### config.mk
export PLATFORM = sky130hd
export DESIGN_NAME = cache_ctrl_fsm
export DESIGN_NICKNAME = d
export VERILOG_FILES = /design/src/rtl/cache_ctrl_fsm.sv
export SDC_FILE = /design/constraint.sdc
export NUM_CORES = 1
export LEC_CHECK = 0
export CAP_MARGIN = 40
export CORE_UTILIZATION = 50
export DETAILED_ROUTE_END_ITERATION = 16
export MAX_ROUTING_LAYER = met4
export PLACE_DENSITY = 0.8
export REMOVE_ABC_BUFFERS = 1
export SETUP_SLACK_MARGIN = 0.05
export SYNTH_ARGS = -nofsm -noshare
export SYNTH_HDL_FRONTEND = slang
export SYNTH_SLANG_ARGS = --single-unit
### constraint.sdc
create_clock -name clk -period 4.55 [get_ports clk]
set_input_delay 0.6825 -clock clk [delete_from_list [all_inputs] [get_ports clk]]
set_output_delay 0.6825 -clock clk [all_outputs]
set_load 0.05 [all_outputs]
### src/rtl/cache_ctrl_fsm.sv
// ----------------------------------------------------------------------------
// cache_ctrl_fsm
//   Control FSM for a 2-way set-associative, write-back / write-allocate L1
//   cache. It sequences hit, writeback and fill, drives every array load and
//   select, keeps the per-set 1-bit LRU up to date and counts hits, misses and
//   writebacks in saturating counters.
//
// Ports
//   clk, rst                  clock (rising edge), synchronous active-high reset
//   mem_read, mem_write       CPU request, held until mem_resp (write wins)
//   mem_resp                  one-cycle completion pulse to the CPU
//   pmem_read, pmem_write     fill / writeback request, held until pmem_resp
//   pmem_resp                 physical memory done, one cycle
//   cache_hit, way_hit        tag match and matching way for the current index
//   lru_out                   LRU bit of the current set (way to evict)
//   valid_out, dirty_out      [way1:way0] status bits of the current set
//   tag_ld                    per-way tag load
//   valid_ld, valid_in        per-way valid load and value
//   dirty_ld, dirty_in        per-way dirty load and value
//   lru_ld, lru_in            LRU load and new LRU value
//   wen_sel[way]              0 no write, 1 write whole line, 2 masked write
//   wdata_sel[way]            0 cacheline_in, 1 bus write data
//   output_sel                way driven onto cacheline_out / CPU read data
//   pmem_addr_sel             0 CPU address, 1 victim address
//   hit_cnt, miss_cnt, wb_cnt saturating event counters
// ----------------------------------------------------------------------------
module cache_ctrl_fsm #(
  parameter int unsigned CNT_W = 32
) (
  input  logic             clk,
  input  logic             rst,
  input  logic             mem_read,
  input  logic             mem_write,
  output logic             mem_resp,
  output logic             pmem_read,
  output logic             pmem_write,
  input  logic             pmem_resp,
  input  logic             cache_hit,
  input  logic             way_hit,
  input  logic             lru_out,
  input  logic [1:0]       valid_out,
  input  logic [1:0]       dirty_out,
  output logic [1:0]       tag_ld,
  output logic [1:0]       valid_ld,
  output logic [1:0]       valid_in,
  output logic [1:0]       dirty_ld,
  output logic [1:0]       dirty_in,
  output logic             lru_ld,
  output logic             lru_in,
  output logic [1:0][1:0]  wen_sel,
  output logic [1:0]       wdata_sel,
  output logic             output_sel,
  output logic             pmem_addr_sel,
  output logic [CNT_W-1:0] hit_cnt,
  output logic [CNT_W-1:0] miss_cnt,
  output logic [CNT_W-1:0] wb_cnt
);

  typedef enum logic [1:0] {
    IDLE,
    CHECK,
    WB,
    FILL
  } state_e;

  typedef enum logic [1:0] {
    WEN_NONE   = 2'd0,
    WEN_ALL    = 2'd1,
    WEN_MASKED = 2'd2
  } wen_e;

  state_e           state_q, state_d;
  logic             victim_q, victim_d;
  // Set once a fill has completed for the current request, so the
  // re-CHECK that follows is never counted as a second miss.
  logic             refill_q, refill_d;
  logic             hit_inc, miss_inc, wb_inc;
  logic [CNT_W-1:0] hit_cnt_q, miss_cnt_q, wb_cnt_q;

  always_ff @(posedge clk) begin
    if (rst) begin
      state_q    <= IDLE;
      victim_q   <= 1'b0;
      refill_q   <= 1'b0;
      hit_cnt_q  <= '0;
      miss_cnt_q <= '0;
      wb_cnt_q   <= '0;
    end else begin
      state_q  <= state_d;
      victim_q <= victim_d;
      refill_q <= refill_d;
      if (hit_inc && (hit_cnt_q != '1)) begin
        hit_cnt_q <= hit_cnt_q + CNT_W'(1);
      end
      if (miss_inc && (miss_cnt_q != '1)) begin
        miss_cnt_q <= miss_cnt_q + CNT_W'(1);
      end
      if (wb_inc && (wb_cnt_q != '1)) begin
        wb_cnt_q <= wb_cnt_q + CNT_W'(1);
      end
    end
  end

  always_comb begin
    state_d       = state_q;
    victim_d      = victim_q;
    refill_d      = refill_q;
    hit_inc       = 1'b0;
    miss_inc      = 1'b0;
    wb_inc        = 1'b0;
    mem_resp      = 1'b0;
    pmem_read     = 1'b0;
    pmem_write    = 1'b0;
    tag_ld        = '0;
    valid_ld      = '0;
    valid_in      = '0;
    dirty_ld      = '0;
    dirty_in      = '0;
    lru_ld        = 1'b0;
    lru_in        = 1'b0;
    wen_sel       = '0;
    wdata_sel     = '0;
    output_sel    = 1'b0;
    pmem_addr_sel = 1'b0;

    unique case (state_q)
      IDLE: begin
        refill_d = 1'b0;
        if (mem_read || mem_write) begin
          state_d = CHECK;
        end
      end

      CHECK: begin
        if (!(mem_read || mem_write)) begin
          // Request withdrawn: nothing to complete, return quietly.
          state_d  = IDLE;
          refill_d = 1'b0;
        end else if (cache_hit) begin
          mem_resp = 1'b1;
          lru_ld   = 1'b1;
          lru_in   = ~way_hit;
          hit_inc  = 1'b1;
          state_d  = IDLE;
          refill_d = 1'b0;
          if (mem_write) begin
            wen_sel[way_hit]   = WEN_MASKED;
            wdata_sel[way_hit] = 1'b1;
            dirty_ld[way_hit]  = 1'b1;
            dirty_in[way_hit]  = 1'b1;
          end else begin
            output_sel = way_hit;
          end
        end else begin
          victim_d = lru_out;
          miss_inc = ~refill_q;
          if (valid_out[lru_out] && dirty_out[lru_out]) begin
            state_d = WB;
          end else begin
            state_d = FILL;
          end
        end
      end

      WB: begin
        pmem_write    = 1'b1;
        pmem_addr_sel = 1'b1;
        output_sel    = victim_q;
        if (pmem_resp) begin
          dirty_ld[victim_q] = 1'b1;
          wb_inc             = 1'b1;
          state_d            = FILL;
        end
      end

      FILL: begin
        pmem_read = 1'b1;
        if (pmem_resp) begin
          wen_sel[victim_q]  = WEN_ALL;
          tag_ld[victim_q]   = 1'b1;
          valid_ld[victim_q] = 1'b1;
          valid_in[victim_q] = 1'b1;
          dirty_ld[victim_q] = 1'b1;
          state_d            = CHECK;
          refill_d           = 1'b1;
        end
      end

      default: begin
        state_d = IDLE;
      end
    endcase
  end

  assign hit_cnt  = hit_cnt_q;
  assign miss_cnt = miss_cnt_q;
  assign wb_cnt   = wb_cnt_q;

endmodule

==> flow_metrics.env <==
export IMPL_skew_ns=0.00745
export IMPL_critPathTopFamily="buffers and inverters"
export IMPL_synthCells=654
export IMPL_power_frac_seq=0.527
export IMPL_maxSlewViolCount=0
export IMPL_seq_area_frac_synth=0.369
export IMPL_overflow=0
export IMPL_synth_area_per_cell_um2=8.30
export IMPL_finalSetupViolations=0
export IMPL_die_w_um=106
export IMPL_synth_async_reset_ratio=0
export IMPL_clk_pin_slew_worst_paths_ns=0.09
export IMPL_core_area_mm2=0.0104
export IMPL_synth_top_family_by_area="simple AND/OR/NAND/NOR gates"
export IMPL_arrival_ns=2.58
export IMPL_post_route_min_period_ns=3.26
export IMPL_cap_violations=0
export IMPL_place_ws_ns=1.28
export IMPL_final_setup_worst_slack_ns=1.29
export IMPL_grt_use_met1=0.321
export IMPL_worstMarginPinSlew_ns=0.844
export IMPL_synth_top_area_share=0.369
export IMPL_fin_cells=906
export IMPL_synth_compound_gate_area_share=0.174
export IMPL_finalCritPeriodShare=0.717
export IMPL_num_io_pins=131
export IMPL_vias_per_cell=6.00
export IMPL_critPathLaunchType="input pin"
export IMPL_clkLatencyLatePin_ns=0.36
export IMPL_routed_wl_um=14200
export IMPL_comb_power_share=0.066
export IMPL_gp_congestion=0.880
export IMPL_fin_nets=785
export IMPL_post_synth_top_area_cell="dfxtp_1"
export IMPL_drive_above_1_share=0.0727
export IMPL_rows=37
export IMPL_grt_busiest_layer="met2"
export IMPL_vias=5435
export IMPL_grt_util_met3=0.0399
export IMPL_hold_class="reg -> reg"
export IMPL_ir_drop_v=0.000192
export IMPL_p_sw_uw=386
export IMPL_p_clk_frac=0.406
export IMPL_crit_type="in -> out"
export IMPL_p_leak_nw=2.15
export IMPL_tns_ns=0
export IMPL_yosysUniqueCellTypes=63
export IMPL_crit_buf_inv=2
export IMPL_ys_seq_elements=100
export IMPL_cts_resized=0
export IMPL_die_y_um=106
export IMPL_grt_antenna_before_repair=0
export IMPL_clk_root_buffer_cell="clkbuf_8"
export IMPL_maxSlewHeadroom=0.433
export IMPL_syn_area_mm2=0.00543
export IMPL_synth_warning_count=0
export IMPL_cts_sinks=100
export IMPL_routedWlPerCell_um=15.7
export IMPL_grtUsageMet2=0.429
export IMPL_powerDensity_mw_per_mm2=241
export IMPL_dpl_hpwl_um=10400
export IMPL_area_delta_synth_final_pct=28.5
export IMPL_yosys_top_cells_area="dfxtp_1 37%, a21oi_1 5.8%, or3_1 4.0%"
export IMPL_synth_adder_area_share=0.0161
export IMPL_fmaxAchievable_mhz=306
export IMPL_ant_nets=0
export IMPL_yosys_area_share_simple=0.334
export IMPL_drt_pass1_iter_count=4
export IMPL_synth_edff_count=0
export IMPL_drc=0
export IMPL_outcome="completed"
export IMPL_cts_buffers=9
export IMPL_total_power_mw=1.68
export IMPL_hold_violations=0
export IMPL_critPathRequiredTime_ns=3.87
export IMPL_synthMuxAreaShare=0.0260
export IMPL_grt_pass1_wl_um=23000
export IMPL_critical_path_peak_fanout=5
export IMPL_cp_end_kind="output pin"
export IMPL_grt_max_degree=76
export IMPL_post_cts_buffers=0
export IMPL_clockBufferDepth=2
export IMPL_grt_pass1_vias=4827
export IMPL_dpl_cell_count=891
export IMPL_cts_tree="yes"
export IMPL_max_stage_delay_ns=0.81
export IMPL_initial_core_util=0.521
export IMPL_intPower_mw=1.29
export IMPL_synthFlopType="dfxtp_1"
export IMPL_first_iter_violations=235
export IMPL_path_common_cell="clkdlybuf4s50_1"
export IMPL_swShare=0.230
export IMPL_crit_chain="clkdlybuf4s50_1 > o211ai_1 > o31a_1 > nor2b_1 > clkdlybuf4s50_1"
export IMPL_crit_slowest_cell="clkdlybuf4s50_1"
export IMPL_io_buffers=130
export IMPL_timing_hold_ws_ns=0.509
export IMPL_htree_levels=3
export IMPL_die_area_mm2=0.0113
export IMPL_postCtsHoldBufs=0
export IMPL_antennaDiodeCount=0
export IMPL_grt_total_usage=0.258
export IMPL_rsz0062_at_grt="no"
export IMPL_synth_xor_area_frac=0.0355
worst reg2reg max path: stages, from the launching register on:
cell,delay (ns)
dfxtp_1,0.35
inv_1,0.09
ha_1,0.36
nand2_1,0.20
nor3_2,0.37
o2111ai_1,0.45
or4_1,0.52
a21oi_1,0.14
final timing paths:
kind / from / to / slack (ns) / depth (start not counted)
setup / recovery: mem_write / output_sel / 1.29 / 5
setup reg to reg: state_q[0] / wb_cnt[29] / 2.00 / 7
hold reg to reg: wb_cnt[7] / wb_cnt[7] / 0.51 / 2
hold / removal: wb_cnt[7] / wb_cnt[7] / 0.51 / 2
synth_stat cells, types with 3 or more instances:
cell / instances
ha_1: 7
nand4_1: 30
clkbuf_1: 15
a31o_2: 4
a211oi_1: 4
nor2b_1: 12
or4_1: 19
nor2_1: 58
nand3_1: 35
and4_1: 14
or4_4: 3
o31ai_1: 22
buf_4: 11
or2_2: 4
and3_1: 6
mux2i_1: 4
o211ai_1: 3
nor3_1: 13
mux2_2: 9
xnor2_1: 15
and2_1: 5
o21ai_0: 33
dfxtp_1: 100
or3_2: 3
nor4_1: 17
xor2_1: 7
inv_1: 21
o2111ai_1: 3
a21oi_1: 63
nand2_1: 37
or3_1: 35
power groups by stage:
stage	clock (mW)	sequential [mW]	combinational, mW
5_1_grt	0.736	0.887	0.120
3_5_place_dp	0	0.906	0.111
6_report	0.682	0.886	0.112
3_3_place_gp	0	0.906	0.109
4_1_cts	0.694	0.885	0.112
2_1_floorplan	0	0.912	0.0522
cell usage in the layout (no fill, tap or decap), types with 7 or more instances in the layout:
cell               n
xnor2_1           15
a21oi_1           63
nor2b_1           12
ha_1               7
nor2_1            58
nand4_1           30
clkbuf_8          10
and4_1            14
o31ai_1           22
dfxtp_1          100
xor2_1             7
nor3_1            13
o21ai_0           33
inv_1             21
mux2_2             9
nand2_1           37
or4_1             19
nand3_1           35
or3_1             35
nor4_1            17
clkdlybuf4s50_1  129
registers in the layout (all words and copies together) (netlist names):
register and flops:
hit_cnt 32, miss_cnt 32, wb_cnt 32, state_q 2, refill_q 1, victim_q 1
per-stage QoR:
| step | util | cell area, µm² |
|---|---|---|
| floorplan | - | 5260 |
| global placement | 0.647 | 6740 |
| detailed placement | 0.647 | 6740 |
| CTS | 0.670 | 6980 |
| global route | 0.670 | 6980 |
| finish | 0.670 | 6980 |
metal layers:
layer	wire, µm	share of wire	vias up
met5	0	0	-
met4	199	0.014	0
met3	828	0.058	15
met2	6950	0.49	166
met1	6260	0.44	2574
li1	-	-	2680
final cells by class:
type	count	area [µm²]
timing repair buffer	131	1310
clock buffer	11	141
clock inverter	4	97.6
inverter	21	78.8
multi-input combinational	503	3180
fill	857	3440
sequential	100	2000
tap	136	170
kinds of logic (layout without fill, tap and decap cells):
logic type / after synthesis / count (layout)
simple gates: 311 / 311
compound gates: 150 / 150
flops: 100 / 100
buf+inv: 51 / 167
xor+xnor: 22 / 22
mux: 13 / 13
fa+ha+maj: 7 / 7
Power figures use the tool's default switching activity.
